$ cat src/rtl/mips_mem_pkg.sv
// Shared types and constants for the unified instruction/data memory arbiter.
package mips_mem_pkg;

    localparam int unsigned DEF_ADDR_W = 10;
    localparam int unsigned DEF_DATA_W = 32;

    localparam logic [1:0] ID_LD = 2'd0;
    localparam logic [1:0] ID_DM = 2'd1;
    localparam logic [1:0] ID_IF = 2'd2;

    typedef enum logic [1:0] {
        IDLE,
        ISSUE,
        WAIT,
        RESP
    } state_e;

endpackage

$ cat src/rtl/mips_mem_prio_sel.sv
// Fixed-priority selector LD > DM > IF; a starving fetch jumps ahead of DM but never LD.
module mips_mem_prio_sel
    import mips_mem_pkg::*;
(
    input  logic       ld_req_i,
    input  logic       dm_req_i,
    input  logic       if_req_i,
    input  logic       starve_i,
    output logic [2:0] gnt_o,
    output logic [1:0] id_o
);

    always_comb begin
        gnt_o = '0;
        id_o  = ID_LD;
        if (ld_req_i) begin
            gnt_o = 3'b001;
            id_o  = ID_LD;
        end else if (if_req_i && starve_i) begin
            gnt_o = 3'b100;
            id_o  = ID_IF;
        end else if (dm_req_i) begin
            gnt_o = 3'b010;
            id_o  = ID_DM;
        end else if (if_req_i) begin
            gnt_o = 3'b100;
            id_o  = ID_IF;
        end
    end

endmodule

$ cat src/rtl/mips_mem_arbiter.sv
// Serialises loader, data-stage and fetch accesses onto one single-port memory,
// one outstanding transaction at a time, with tagged responses.
module mips_mem_arbiter
    import mips_mem_pkg::*;
#(
    parameter int unsigned ADDR_W       = DEF_ADDR_W,
    parameter int unsigned DATA_W       = DEF_DATA_W,
    parameter int unsigned MEM_LATENCY  = 1,
    parameter int unsigned STARVE_LIMIT = 4
) (
    input  logic              clk,
    input  logic              rst_n,
    input  logic              ld_req,
    input  logic              ld_we,
    input  logic [ADDR_W-1:0] ld_addr,
    input  logic [DATA_W-1:0] ld_wdata,
    output logic              ld_gnt,
    input  logic              dm_req,
    input  logic              dm_we,
    input  logic [ADDR_W-1:0] dm_addr,
    input  logic [DATA_W-1:0] dm_wdata,
    output logic              dm_gnt,
    input  logic              if_req,
    input  logic [ADDR_W-1:0] if_addr,
    output logic              if_gnt,
    output logic              resp_valid,
    output logic [1:0]        resp_id,
    output logic [DATA_W-1:0] resp_rdata,
    output logic              busy,
    output logic              mem_en,
    output logic              mem_we,
    output logic [ADDR_W-1:0] mem_addr,
    output logic [DATA_W-1:0] mem_wdata,
    input  logic [DATA_W-1:0] mem_rdata
);

    localparam int unsigned WCW = $clog2(MEM_LATENCY + 1);
    localparam int unsigned SCW = $clog2(STARVE_LIMIT + 1);
    localparam logic [WCW-1:0] WAIT_LAST  = WCW'(MEM_LATENCY - 1);
    localparam logic [SCW-1:0] STARVE_MAX = SCW'(STARVE_LIMIT);

    state_e            state_q;
    logic [WCW-1:0]    wait_cnt_q;
    logic [SCW-1:0]    starve_q, starve_d;
    logic              we_q;
    logic [1:0]        id_q;
    logic              resp_valid_q, busy_q, mem_en_q, mem_we_q;
    logic [1:0]        resp_id_q;
    logic [DATA_W-1:0] resp_rdata_q, mem_wdata_q;
    logic [ADDR_W-1:0] mem_addr_q;

    logic              arb_en, starve_hit;
    logic [2:0]        sel_gnt, gnt;
    logic [1:0]        sel_id;
    logic              sel_we;
    logic [ADDR_W-1:0] sel_addr;
    logic [DATA_W-1:0] sel_wdata;

    assign arb_en     = (state_q == IDLE) || (state_q == RESP);
    assign starve_hit = (starve_q >= STARVE_MAX);

    mips_mem_prio_sel u_prio (
        .ld_req_i (ld_req),
        .dm_req_i (dm_req),
        .if_req_i (if_req),
        .starve_i (starve_hit),
        .gnt_o    (sel_gnt),
        .id_o     (sel_id)
    );

    assign gnt    = arb_en ? sel_gnt : '0;
    assign ld_gnt = gnt[0];
    assign dm_gnt = gnt[1];
    assign if_gnt = gnt[2];

    always_comb begin
        sel_we    = 1'b0;
        sel_addr  = if_addr;
        sel_wdata = '0;
        case (sel_id)
            ID_LD: begin
                sel_we    = ld_we;
                sel_addr  = ld_addr;
                sel_wdata = ld_wdata;
            end
            ID_DM: begin
                sel_we    = dm_we;
                sel_addr  = dm_addr;
                sel_wdata = dm_wdata;
            end
            default: begin
                sel_we    = 1'b0;
                sel_addr  = if_addr;
                sel_wdata = '0;
            end
        endcase
    end

    // Fetch starvation counts every denied cycle, including while a transaction is in flight.
    always_comb begin
        starve_d = starve_q;
        if (if_gnt) begin
            starve_d = '0;
        end else if (if_req && !starve_hit) begin
            starve_d = starve_q + SCW'(1);
        end
    end

    always_ff @(posedge clk or negedge rst_n) begin
        if (!rst_n) begin
            state_q      <= IDLE;
            wait_cnt_q   <= '0;
            starve_q     <= '0;
            we_q         <= 1'b0;
            id_q         <= '0;
            resp_valid_q <= 1'b0;
            resp_id_q    <= '0;
            resp_rdata_q <= '0;
            busy_q       <= 1'b0;
            mem_en_q     <= 1'b0;
            mem_we_q     <= 1'b0;
            mem_addr_q   <= '0;
            mem_wdata_q  <= '0;
        end else begin
            starve_q     <= starve_d;
            resp_valid_q <= 1'b0;
            mem_en_q     <= 1'b0;
            mem_we_q     <= 1'b0;
            case (state_q)
                IDLE, RESP: begin
                    if (|gnt) begin
                        state_q     <= ISSUE;
                        we_q        <= sel_we;
                        id_q        <= sel_id;
                        mem_en_q    <= 1'b1;
                        mem_we_q    <= sel_we;
                        mem_addr_q  <= sel_addr;
                        mem_wdata_q <= sel_wdata;
                        busy_q      <= 1'b1;
                    end else begin
                        state_q <= IDLE;
                        busy_q  <= 1'b0;
                    end
                end
                ISSUE: begin
                    state_q    <= WAIT;
                    wait_cnt_q <= '0;
                    busy_q     <= 1'b1;
                end
                WAIT: begin
                    if (wait_cnt_q == WAIT_LAST) begin
                        state_q      <= RESP;
                        resp_valid_q <= 1'b1;
                        resp_id_q    <= id_q;
                        resp_rdata_q <= we_q ? '0 : mem_rdata;
                        busy_q       <= 1'b0;
                    end else begin
                        wait_cnt_q <= wait_cnt_q + WCW'(1);
                    end
                end
                default: state_q <= IDLE;
            endcase
        end
    end

    assign resp_valid = resp_valid_q;
    assign resp_id    = resp_id_q;
    assign resp_rdata = resp_rdata_q;
    assign busy       = busy_q;
    assign mem_en     = mem_en_q;
    assign mem_we     = mem_we_q;
    assign mem_addr   = mem_addr_q;
    assign mem_wdata  = mem_wdata_q;

endmodule

$ cat config.mk
export PLATFORM = sky130hd
export DESIGN_NAME = mips_mem_arbiter
export DESIGN_NICKNAME = d
export VERILOG_FILES = /design/src/rtl/mips_mem_pkg.sv /design/src/rtl/mips_mem_prio_sel.sv /design/src/rtl/mips_mem_arbiter.sv
export SDC_FILE = /design/constraint.sdc
export NUM_CORES = 1
export LEC_CHECK = 0
export ABC_AREA = 1
export CORE_ASPECT_RATIO = 1.75
export CORE_UTILIZATION = 45
export DETAILED_ROUTE_END_ITERATION = 8
export DONT_BUFFER_PORTS = 1
export SYNTH_ARGS = -nofsm -noshare
export SYNTH_HDL_FRONTEND = slang
export SYNTH_SLANG_ARGS = --single-unit
$ cat constraint.sdc
create_clock -name clk -period 1.5 [get_ports clk]
set_input_delay 0.225 -clock clk [delete_from_list [all_inputs] [get_ports clk]]
set_output_delay 0.225 -clock clk [all_outputs]
set_load 0.01 [all_outputs]
==> results.py <==
metrics = {
    "power_and_ir_drop": {
        "p_leak_nw": 2.53,
        "p_total_mw": 10.9,
        "cellPowerDensity_nw_per_um2": 2250,
        "vdd_drop_max_v": 0.00102,
    },
    "clock_tree": {
        "cts_tree": "done",
        "cts_sinks": 88,
        "cts.root.buffer_cell": "clkbuf_16",
        "clkLatencyLatePin_ns": 0.33,
        "clk_pin_slew_ns": 0.06,
        "htree_levels": 3,
        "cts_buffer_depth": 2,
        "cts-buffers-inserted": 9,
    },
    "logic_synthesis": {
        "synth.avg_cell_area_um2": 7.87,
        "ys.flop_type": "dfrtp_1",
        "synth_area_um2": 4220,
        "synthArstFlopShare_pct": 100,
        "synth.most_common_cell": "nand2_1",
        "ys_top_cells_by_area": "dfrtp_1 52%, nand2_1 13%, nand3_1 12%",
        "syn-num-nets": 672,
        "ys_seq_area_share_pct": 52.2,
        "netlist_instances": 536,
        "synth_edf_count": 0,
        "yosysTopAreaCellShare_pct": 52.2,
        "synth_top_cell_by_area": "dfrtp_1",
        "yosys_warnings": 0,
        "synth-seq-cells": 88,
        "ys_types": 20,
        "synth_common_cells": "148 x nand2_1, 98 x nand3_1, 88 x dfrtp_1, 77 x inv_1, 59 x o21ai_0",
    },
    "sta": {
        "setup_viol": 3,
        "timing.slew.headroom_pct": 69.8,
        "final.period_utilization_pct": 102,
        "hold_violations": 88,
        "fin_ws_ns": -0.0273,
        "period_minus_slack_ns": 1.53,
        "skew_ns": 0.00663,
        "worst_slew_pin_slew_ns": 0.453,
        "whs_ns": -0.416,
        "drv_slew": 0,
        "rsz0062_at_grt": "yes",
        "fmax_mhz": 655,
    },
    "outcome": {
        "status": "complete, but fails checks",
        "violations": "negative hold slack, negative setup slack",
    },
    "placement": {
        "place.gp.congestion": 0.854,
        "hpwl_mm": 7.43,
        "io_buffers": 0,
        "dp_cells": 636,
        "dp_slack_ns": 0.0213,
    },
    "global_routing": {
        "grt_first_pass_wirelength_mm": 15.2,
        "grt_max_degree": 89,
        "antenna_found_initial": 0,
        "track_usage_pct": 20.9,
        "grt-ovfl-total": 0,
        "grt_pass1_vias": 3082,
    },
    "critical_path": {
        "arrival_ns": 1.30,
        "timing.rr.end": "mem_addr[1]",
        "worstPathRequired_ns": 1.27,
        "path_max_fanout": 4,
        "cp-start-kind": "flop",
        "endpoint_kind": "primary output",
        "r2r_start": "state_q[1]",
        "r2r_slack_ns": 0.06,
        "path_class": "reg -> out",
        "rr_worst_depth": 7,
    },
    "floorplan": {
        "die_h_um": 130,
        "fp-row-count": 46,
        "die-area_um2": 9780,
        "pin_count": 216,
        "die_w_um": 75.2,
        "start_util_pct": 46.4,
        "core_area_um2": 9090,
    },
    "route": {
        "drtIter0Drc": 151,
        "dr.pass1.iters": 4,
        "vias": 3449,
        "drcViolationCount": 0,
        "postRouteAntennaNets": 0,
        "via_per_inst": 5.24,
        "avgRoutedWirePerCell_um": 15.9,
        "drt_wl_total_mm": 10.5,
    },
    "layout": {
        "num_antenna_cells": 0,
        "drive_above_1_share_pct": 9.48,
        "area_growth_pct": 14.3,
        "utilization_pct": 53.0,
        "final_cell_count_no_fill": 658,
        "fin_nets": 669,
    },
    "flow_run": {
        "maxCapViolations": 0,
    },
    "worst_hold_path": {
        "worstHoldPathType": "in -> async",
    },
}
## timing repair
action,CTS,global route
setup endpoints to repair,3,21
pin swaps,1,1
endpoints found under the hold margin,88,88
setup buffers,2,2
gates resized for setup,6,4
cloned,0,2
## metrics by stage
stage	area, um^2	hold slack [ns]	TNS, ns
5_1_grt	4820	-0.435	-0.615
4_1_cts	4730	-0.429	-0.0929
3_5_place_dp	4400	-0.0690	0
3_3_place_gp	4400	-0.0689	0
6_report	4820	-0.416	-0.0393
2_1_floorplan	4220	-0.0706	0
## state kept, by name, indices dropped and copies added, names as in the netlist
| signal | cells |
|---|---|
| mem_en | 1 |
| starve_q | 3 |
| mem_addr | 10 |
| mem_we | 1 |
| state_q | 2 |
| busy | 1 |
| we_q | 1 |
| resp_valid | 1 |
| resp_rdata | 32 |
| resp_id | 2 |
| id_q | 2 |
| mem_wdata | 32 |
## report_power, final
group / internal, mW / total, mW / switching (mW)
sequential: 3.45 / 4.63 / 1.18
combinational: 1.76 / 4.03 / 2.27
clock: 1.31 / 2.19 / 0.882
total: 6.52 / 10.9 / 4.33
## per-layer routing
metal / share of wire [%] / wire, um / vias up / global-route usage [%]
met5: 0 / 0 / - / 0
met4: 2.4 / 250 / 0 / 9.04
met3: 7.9 / 825 / 18 / 6.87
met2: 52 / 5390 / 161 / 36.5
met1: 38 / 4000 / 1570 / 22.5
li1: - / - / 1700 / -
## critical path, cell delays in order, from the launching register on
cell and delay, ns:
dfrtp_1 0.41, ha_4 0.30, nand4_1 0.16, inv_2 0.11
## final cells by class
| class | instances | area, um^2 |
|---|---|---|
| multi-input cells | 333 | 1590 |
| inverters | 78 | 293 |
| repair buffers | 23 | 290 |
| clock buffers | 13 | 280 |
| flip-flops and latches | 88 | 2200 |
| fillers | 901 | 4270 |
| well taps | 120 | 150 |
| clock inverters | 3 | 22.5 |
## cell usage in the layout (no fill, tap or decap), types with 2 or more instances in the layout
cell type  count
nand4_1       11
o21ai_1        7
nand2_1      147
inv_2          5
ha_1           2
mux2_2         2
clkbuf_8       4
nor2_1         2
dfrtp_1       88
clkbuf_16     11
buf_12         6
buf_4         14
inv_1         73
o21ai_0       58
nand3_1       98
## worst max path at each step
stage / depth (start not counted) / to / startpoint / slack (ns)
after global routing: 4 / dm_gnt / state_q[0] / -0.11
after CTS: 3 / dm_gnt / state_q[1] / -0.04
after global placement: 6 / we_q / state_q[1] / 0.08
final: 3 / dm_gnt / state_q[1] / -0.03
after detailed placement: 7 / we_q / state_q[0] / 0.02
after floorplan: 7 / mem_wdata[1] / state_q[0] / 0.1
## kinds of logic (layout without fill, tap and decap cells)
group           Yosys count  in the layout  share of synthesized area [%]
simple gates            260            260                           26.7
compound gates           67             67                           8.51
fa+ha+maj                 3              3                          0.890
mux                       2              2                          0.534
xor+xnor                  1              1                          0.208
flops                    88             88                           52.2
buf+inv                 115            117                           10.9
(Power assumes the default switching activity.)
